[config.mk]
export PLATFORM = sky130hd
export DESIGN_NAME = vc_dest_router_flat
export DESIGN_NICKNAME = d
export VERILOG_FILES = /design/src/rtl/vc_dest_router_pkg.sv /design/src/rtl/vc_dest_router_if.sv /design/src/rtl/vc_dest_stats.sv /design/src/rtl/vc_dest_router.sv /design/src/flat_wrapper.sv
export SDC_FILE = /design/constraint.sdc
export NUM_CORES = 1
export LEC_CHECK = 0
export BUFFER_PORTS_ARGS = -buffer_cell sky130_fd_sc_hd__buf_2
export CAP_MARGIN = 40
export CORE_ASPECT_RATIO = 1.2
export CORE_MARGIN = 5
export CORE_UTILIZATION = 40
export CTS_CLUSTER_SIZE = 8
export DETAILED_ROUTE_END_ITERATION = 6
export PLACE_DENSITY_LB_ADDON = 0.3
export SETUP_SLACK_MARGIN = 0.15
export SYNTH_ARGS = -nofsm -noshare
export SYNTH_HDL_FRONTEND = slang
export SYNTH_HIERARCHICAL = 1
export SYNTH_SLANG_ARGS = --single-unit
[constraint.sdc]
create_clock -name clk -period 1.5 [get_ports clk]
set_clock_uncertainty 0.05 [all_clocks]
set_input_delay 0.3 -clock clk [delete_from_list [all_inputs] [get_ports clk]]
set_output_delay 0.3 -clock clk [all_outputs]
set_load 0.02 [all_outputs]
[src/rtl/vc_dest_router_pkg.sv]
// vc_dest_router_pkg
// Shared types for the VC-to-destination router: FSM state encoding and the
// encoding used to remember which virtual channel a word was popped from.
package vc_dest_router_pkg;

    typedef enum logic [1:0] {
        StInit   = 2'd0,
        StIdle   = 2'd1,
        StActive = 2'd2
    } state_e;

    typedef enum logic {
        VcSel0 = 1'b0,
        VcSel1 = 1'b1
    } vc_sel_e;

endpackage

[src/rtl/vc_dest_router_if.sv]
// vc_dest_router_if
// Bundles the source-FIFO, destination-FIFO and status signals of the router.
//   master : router side (drives pop strobes, push strobes/data, status)
//   slave  : FIFO/environment side (drives flags and source read data)
// Signal names match the FIFO wrapper ports they connect to.
interface vc_dest_router_if #(
    parameter int unsigned BW = 6
) ();

    // Source virtual-channel FIFOs
    logic          vc0_empty;
    logic          vc1_empty;
    logic [BW-1:0] vc0_data_out;
    logic [BW-1:0] vc1_data_out;
    logic          vc0_rd;
    logic          vc1_rd;

    // Destination FIFOs
    logic          D0_almost_full;
    logic          D1_almost_full;
    logic          D0_full;
    logic          D1_full;
    logic          D0_wr;
    logic          D1_wr;
    logic [BW-1:0] D0_data_in;
    logic [BW-1:0] D1_data_in;

    // Status
    logic          route_error;
    logic          active;

    modport master (
        input  vc0_empty, vc1_empty, vc0_data_out, vc1_data_out,
        input  D0_almost_full, D1_almost_full, D0_full, D1_full,
        output vc0_rd, vc1_rd,
        output D0_wr, D1_wr, D0_data_in, D1_data_in,
        output route_error, active
    );

    modport slave (
        output vc0_empty, vc1_empty, vc0_data_out, vc1_data_out,
        output D0_almost_full, D1_almost_full, D0_full, D1_full,
        input  vc0_rd, vc1_rd,
        input  D0_wr, D1_wr, D0_data_in, D1_data_in,
        input  route_error, active
    );

endinterface

[src/rtl/vc_dest_stats.sv]
// vc_dest_stats
// Four 8-bit wrapping event counters for the router: words popped per VC and
// words written per destination. Only present when VC_DEST_ROUTER_STATS_EN is
// defined; otherwise this file contributes no module.
// Ports:
//   clk, reset_L            : clock, synchronous active-low reset
//   vc0_rd_i, vc1_rd_i      : source pop strobes
//   d0_wr_i, d1_wr_i        : destination push strobes (after error suppression)
//   cnt_*_o                 : counter values, wrap 255 -> 0
`ifdef VC_DEST_ROUTER_STATS_EN
module vc_dest_stats (
    input  logic       clk,
    input  logic       reset_L,
    input  logic       vc0_rd_i,
    input  logic       vc1_rd_i,
    input  logic       d0_wr_i,
    input  logic       d1_wr_i,
    output logic [7:0] cnt_vc0_o,
    output logic [7:0] cnt_vc1_o,
    output logic [7:0] cnt_d0_o,
    output logic [7:0] cnt_d1_o
);

    logic [7:0] cnt_vc0_q, cnt_vc1_q, cnt_d0_q, cnt_d1_q;

    always_ff @(posedge clk) begin
        if (!reset_L) begin
            cnt_vc0_q <= 8'd0;
            cnt_vc1_q <= 8'd0;
            cnt_d0_q  <= 8'd0;
            cnt_d1_q  <= 8'd0;
        end else begin
            if (vc0_rd_i) cnt_vc0_q <= cnt_vc0_q + 8'd1;
            if (vc1_rd_i) cnt_vc1_q <= cnt_vc1_q + 8'd1;
            if (d0_wr_i)  cnt_d0_q  <= cnt_d0_q + 8'd1;
            if (d1_wr_i)  cnt_d1_q  <= cnt_d1_q + 8'd1;
        end
    end

    assign cnt_vc0_o = cnt_vc0_q;
    assign cnt_vc1_o = cnt_vc1_q;
    assign cnt_d0_o  = cnt_d0_q;
    assign cnt_d1_o  = cnt_d1_q;

endmodule
`endif

[src/rtl/vc_dest_router.sv]
// vc_dest_router
// Pops words from VC0 (strict priority) or VC1 and steers each into
// destination FIFO D0 or D1 according to word[DEST_BIT]. Two-stage pipeline:
//   stage 1 : remembers that a pop happened and from which VC
//   stage 2 : captures the source read data and decodes the destination
// A pop is only issued when neither destination is almost full, so at most
// two words are ever in flight. Writes into a full destination are dropped and
// latch route_error until reset.
// Ports:
//   clk, reset_L : clock, synchronous active-low reset
//   bus          : vc_dest_router_if.master (FIFO flags/data, strobes, status)
//   cnt_vc0/vc1/d0/d1 : event counters, only with VC_DEST_ROUTER_STATS_EN
// Parameters: BW word width, DEST_BIT index of destination-select bit.
module vc_dest_router
    import vc_dest_router_pkg::*;
#(
    parameter int unsigned BW       = 6,
    parameter int unsigned DEST_BIT = 4
) (
    input  logic             clk,
    input  logic             reset_L,
    vc_dest_router_if.master bus
`ifdef VC_DEST_ROUTER_STATS_EN
    ,
    output logic [7:0]       cnt_vc0,
    output logic [7:0]       cnt_vc1,
    output logic [7:0]       cnt_d0,
    output logic [7:0]       cnt_d1
`endif
);

    state_e        state_q;

    logic          issue;
    logic          rd_any;

    logic          sel_valid_q;
    vc_sel_e       sel_vc_q;
    logic          s2_valid_q;
    logic          s2_dest_q;
    logic [BW-1:0] d0_data_q;
    logic [BW-1:0] d1_data_q;
    logic          route_error_q;
    logic          active_q;

    logic [BW-1:0] s1_word;
    logic          s1_dest;
    logic          d0_wr_req;
    logic          d1_wr_req;
    logic          d0_drop;
    logic          d1_drop;

    // ------------------------------------------------------------------
    // Read issue: combinational from registered state and the almost-full
    // flags. reset_L gating keeps the strobes low while reset is held, even
    // before the first edge has loaded state_q.
    // ------------------------------------------------------------------
    assign issue = reset_L && (state_q != StInit) &&
                   !bus.D0_almost_full && !bus.D1_almost_full;

    assign bus.vc0_rd = issue && !bus.vc0_empty;
    assign bus.vc1_rd = issue && bus.vc0_empty && !bus.vc1_empty;
    assign rd_any     = bus.vc0_rd || bus.vc1_rd;

    // ------------------------------------------------------------------
    // Control FSM
    // ------------------------------------------------------------------
    always_ff @(posedge clk) begin
        if (!reset_L) begin
            state_q <= StInit;
        end else begin
            case (state_q)
                StInit:   state_q <= StIdle;
                StIdle:   if (rd_any) state_q <= StActive;
                StActive: if (!rd_any && !sel_valid_q && !s2_valid_q) state_q <= StIdle;
                default:  state_q <= StInit;
            endcase
        end
    end

    // ------------------------------------------------------------------
    // Datapath
    // ------------------------------------------------------------------
    // Source read data is valid the cycle after the pop, i.e. while stage 1
    // holds the selection.
    assign s1_word = (sel_vc_q == VcSel1) ? bus.vc1_data_out : bus.vc0_data_out;
    assign s1_dest = s1_word[DEST_BIT];

    assign d0_wr_req = s2_valid_q && !s2_dest_q;
    assign d1_wr_req = s2_valid_q && s2_dest_q;

    // Full is checked in the cycle the strobe would be seen by the FIFO.
    assign d0_drop = d0_wr_req && bus.D0_full;
    assign d1_drop = d1_wr_req && bus.D1_full;

    always_ff @(posedge clk) begin
        if (!reset_L) begin
            sel_valid_q   <= 1'b0;
            sel_vc_q      <= VcSel0;
            s2_valid_q    <= 1'b0;
            s2_dest_q     <= 1'b0;
            d0_data_q     <= '0;
            d1_data_q     <= '0;
            route_error_q <= 1'b0;
            active_q      <= 1'b0;
        end else begin
            sel_valid_q <= rd_any;
            sel_vc_q    <= bus.vc1_rd ? VcSel1 : VcSel0;

            s2_valid_q <= sel_valid_q;
            if (sel_valid_q) begin
                s2_dest_q <= s1_dest;
                // Only the selected destination's data register moves.
                if (s1_dest) begin
                    d1_data_q <= s1_word;
                end else begin
                    d0_data_q <= s1_word;
                end
            end

            if (d0_drop || d1_drop) begin
                route_error_q <= 1'b1;
            end

            active_q <= sel_valid_q || s2_valid_q || rd_any;
        end
    end

    assign bus.D0_wr       = d0_wr_req && !bus.D0_full;
    assign bus.D1_wr       = d1_wr_req && !bus.D1_full;
    assign bus.D0_data_in  = d0_data_q;
    assign bus.D1_data_in  = d1_data_q;
    assign bus.route_error = route_error_q;
    assign bus.active      = active_q;

`ifdef VC_DEST_ROUTER_STATS_EN
    vc_dest_stats u_stats (
        .clk       (clk),
        .reset_L   (reset_L),
        .vc0_rd_i  (bus.vc0_rd),
        .vc1_rd_i  (bus.vc1_rd),
        .d0_wr_i   (bus.D0_wr),
        .d1_wr_i   (bus.D1_wr),
        .cnt_vc0_o (cnt_vc0),
        .cnt_vc1_o (cnt_vc1),
        .cnt_d0_o  (cnt_d0),
        .cnt_d1_o  (cnt_d1)
    );
`endif

endmodule

[src/flat_wrapper.sv]
// flat-port wrapper written by rule: the top's interface ports become plain ports
module vc_dest_router_flat import vc_dest_router_pkg::*;
#(
    parameter int unsigned BW       = 6,
    parameter int unsigned DEST_BIT = 4
)
  (clk, reset_L, bus_vc0_empty, bus_vc1_empty, bus_vc0_data_out, bus_vc1_data_out, bus_D0_almost_full, bus_D1_almost_full, bus_D0_full, bus_D1_full, bus_vc0_rd, bus_vc1_rd, bus_D0_wr, bus_D1_wr, bus_D0_data_in, bus_D1_data_in, bus_route_error, bus_active);
  vc_dest_router_if #(.BW(BW)) bus_i ();
  input  logic clk;
  input  logic reset_L;
  input wire logic [$bits(bus_i.vc0_empty)-1:0] bus_vc0_empty;
  input wire logic [$bits(bus_i.vc1_empty)-1:0] bus_vc1_empty;
  input wire logic [$bits(bus_i.vc0_data_out)-1:0] bus_vc0_data_out;
  input wire logic [$bits(bus_i.vc1_data_out)-1:0] bus_vc1_data_out;
  input wire logic [$bits(bus_i.D0_almost_full)-1:0] bus_D0_almost_full;
  input wire logic [$bits(bus_i.D1_almost_full)-1:0] bus_D1_almost_full;
  input wire logic [$bits(bus_i.D0_full)-1:0] bus_D0_full;
  input wire logic [$bits(bus_i.D1_full)-1:0] bus_D1_full;
  output wire logic [$bits(bus_i.vc0_rd)-1:0] bus_vc0_rd;
  output wire logic [$bits(bus_i.vc1_rd)-1:0] bus_vc1_rd;
  output wire logic [$bits(bus_i.D0_wr)-1:0] bus_D0_wr;
  output wire logic [$bits(bus_i.D1_wr)-1:0] bus_D1_wr;
  output wire logic [$bits(bus_i.D0_data_in)-1:0] bus_D0_data_in;
  output wire logic [$bits(bus_i.D1_data_in)-1:0] bus_D1_data_in;
  output wire logic [$bits(bus_i.route_error)-1:0] bus_route_error;
  output wire logic [$bits(bus_i.active)-1:0] bus_active;
  assign bus_i.vc0_empty = bus_vc0_empty;
  assign bus_i.vc1_empty = bus_vc1_empty;
  assign bus_i.vc0_data_out = bus_vc0_data_out;
  assign bus_i.vc1_data_out = bus_vc1_data_out;
  assign bus_i.D0_almost_full = bus_D0_almost_full;
  assign bus_i.D1_almost_full = bus_D1_almost_full;
  assign bus_i.D0_full = bus_D0_full;
  assign bus_i.D1_full = bus_D1_full;
  assign bus_vc0_rd = bus_i.vc0_rd;
  assign bus_vc1_rd = bus_i.vc1_rd;
  assign bus_D0_wr = bus_i.D0_wr;
  assign bus_D1_wr = bus_i.D1_wr;
  assign bus_D0_data_in = bus_i.D0_data_in;
  assign bus_D1_data_in = bus_i.D1_data_in;
  assign bus_route_error = bus_i.route_error;
  assign bus_active = bus_i.active;
  vc_dest_router #(.BW(BW), .DEST_BIT(DEST_BIT)) u_core (.clk(clk), .reset_L(reset_L), .bus(bus_i));
endmodule
==> impl_results.md <==
* Outcome: completed
* RSZ-0062 raised after global routing: true
* Dpl cells at approximately 140
* H-tree Lvls at 1
* Min-Delay Path Class: in2reg
* Largest net degree at the start of global routing at 18
* Pleak at 0.000654 uW
* Crit path time final at between 1 and 1.5 ns
* Buf/Inv on CP at 2
* CP cell instances: buf_6 -> nor3b_4 -> o21ai_4 -> nor3b_4 -> buf_6
* DRT Pass-1 Iters at 4
* Slowest stage delay, CP at approximately 0.24 ns
* 1st-iter DRT viols at 6
* Hold-fix buffer count after cts at 0
* CP Max Fanout at 3
* TritonCTS Buffers at 3
* Share of layout cells above drive strength 1 at roughly 55%
* FF+latch count, synth at 19
* Starting Density at between 40% and 50%
* IO buf count at 36
* WP data arrival at about 1.1 ns
* Worst reg-to-reg setup slack at ~0.21 ns
* Die X-Extent at 51.7 um
* Crit path kind: in2out
* I/O pin count at 38
* Most common cell after layout, fill and taps aside: buf_2
* Final antenna-violating net count at 0
* Final std cells w/o fill at 145
* CORE AREA at a little over 0.002 sq mm
* Number of global-route vias before repair at 777
* Post-Route Utilization at 59.8%
* Synthesized area per cell at just over 10 sq um
* CP max-delay cell: nor3b_4
* Setup violators final at 0
* VDD IR max at around 0.51 mV
* Placer Congestion at 0.709
* First-pass GRT wire length at roughly 3200 um
* Initial antenna violation count at 0
* Drt wl/cell at between 10 and 15 um
* Final Hold Fails at 0
* Max-slew violations at 0
* Post-synth top area share at 45.5%
* Storage cell area at between 300 and 400 sq um
* Synth top area cells: dfxtp_1 46%, o211a_1 12%, nand3_1 7.2%
* Vias at about 760
* Die area at around 0.0031 sq mm
* Synth cell types at 28
* Root Buffer: clkbuf_4
* Clk slew on worst S/H paths at about 0.10 ns
* Vias per cell at 5.23
* GRT overflow at 0
* Commonest cells after routing, fill and taps aside: 30 x buf_2, 14 x dfxtp_1, 12 x buf_4, 12 x nand3_1, 10 x o211a_1
* Area Growth Syn to Fin at 45.1%
* Worst EP required at 1.15 ns
* Sequential cell area fraction in the yosys report at 45.5%
* Hold WS at just under 0.2 ns
* Syn Nets at between 100 and 150
* Mapped Area at 836 sq um
* Max Freq at about 700 MHz
* Post-route setup slack at just under 0.08 ns
* Antenna diode instance count at 0
* Synthesis Warnings at 6
* Drc violations at 0
* CP top delay family: simple AND/OR/NAND/NOR gates
* MaxCap Viol Count at 0
* Crit path capture type: primary output
* Synth Instances at 81
* Crit share post-route at between 90% and 100%
* Final Power at just over 900 uW
* Critical path launch point type: input pin
* Final nets at between 100 and 150
* Num Clock Sinks at 19
* DRT Wirelength at a little under 2000 um
* CTS max path bufs at 2
* HPWL Detailed at around 1400 um
* Worst skew pair latency at 0.29 ns
* Setup WS pre-CTS at 0.0229 ns
* CTS tree: built
* FP Rows at 18
* Die Ht at ~60 um
* Multi-input gate area at 465 sq um
* Cell accounting for the most synthesized area: dfxtp_1
* Pwr/cell area at roughly 760 mW/mm^2
* Total Routing Usage GR at approximately 14%
* Layout fillers at between 150 and 200
[path summary, 6_finish.rpt]
path                       startpoint                  endpoint  cells past startpoint
min                     bus_vc1_empty           u_core/sel_vc_q                      2
min reg2reg  u_core/bus.D1_data_in[4]  u_core/bus.D1_data_in[4]                      1
max reg2reg           u_core/sel_vc_q  u_core/bus.D1_data_in[5]                      3
max                bus_D1_almost_full                bus_vc1_rd                      5
[cells in the mapped netlist (all sizes together)]
master and instances:
o21ai 2, o22ai 1, nand2 1, a21oi 2
dfxtp 19, a32o 1, o211a 10, nand3 12
conb 1, a211oi 1, mux2 2, o21a 1
nor2 3, and2 3, nor3b 4, mux2i 6
buf 5, nor2b 3, a2bb2oi 1, inv 1
clkbuf 2
[layer usage]
layer | GRT usage [%] | wire length (um) | vias to the layer above
met4 | 6.74 | 14 | 0
met3 | 3.24 | 101 | 2
met2 | 24.7 | 1050 | 20
li1 | - | - | 383
met1 | 15.1 | 808 | 353
met5 | 0 | 0 | -
[report_power, final]
part           internal [uW]  leakage [uW]  switching [uW]
combinational           73.7      0.000480            71.1
sequential               516      0.000157            11.9
clock                   99.0     0.0000177             149
[metrics by stage]
stage	area (sq um)	TNS, ns
after floorplan	871	0
after global placement	1060	0
after detailed placement	1060	0
after CTS	1160	0
after global routing	1210	-0.00140
final	1210	0
[cell type report]
cell class	instances	area share, %
well taps	20	2.06
flip-flops and latches	19	32.5
repair buffers	47	24.5
multi-input cells	54	38.4
clock buffers	3	1.86
inverters	1	0.310
clock inverters	1	0.413
[flip-flops by register name (all words and copies together) (netlist names)]
register / cells
u_core/state_q: 2
u_core/bus.D1_data_in: 6
u_core/sel_valid_q: 1
u_core/bus.active: 1
u_core/s2_valid_q: 1
u_core/sel_vc_q: 1
u_core/s2_dest_q: 1
u_core/bus.route_error: 1
u_core/bus.D0_data_in: 5
[worst register-to-register path: cells and delay by family (launching register included)]
family | cells | cell delay (ns)
DFF | 1 | 0.42
muxes | 1 | 0.35
AOI/OAI and AO/OA | 1 | 0.21
and+or+nand+nor | 1 | 0.17
[cells by family (layout without fill, tap and decap cells)]
family | Yosys count | in the layout | share of synthesized area [%]
buf+inv | 8 | 52 | 6.14
simple gates | 26 | 26 | 18.0
mux | 8 | 8 | 10.8
flops | 19 | 19 | 45.5
compound gates | 19 | 19 | 19.2
other cells | 1 | 1 | 0.449
[repair_timing]
action | in CTS | in global routing
setup endpoints to repair | 4 | 13
setup buffers | 4 | 2
gates resized for setup | 13 | 11
pin swaps | 3 | 1
Power figures use the tool's default switching activity.
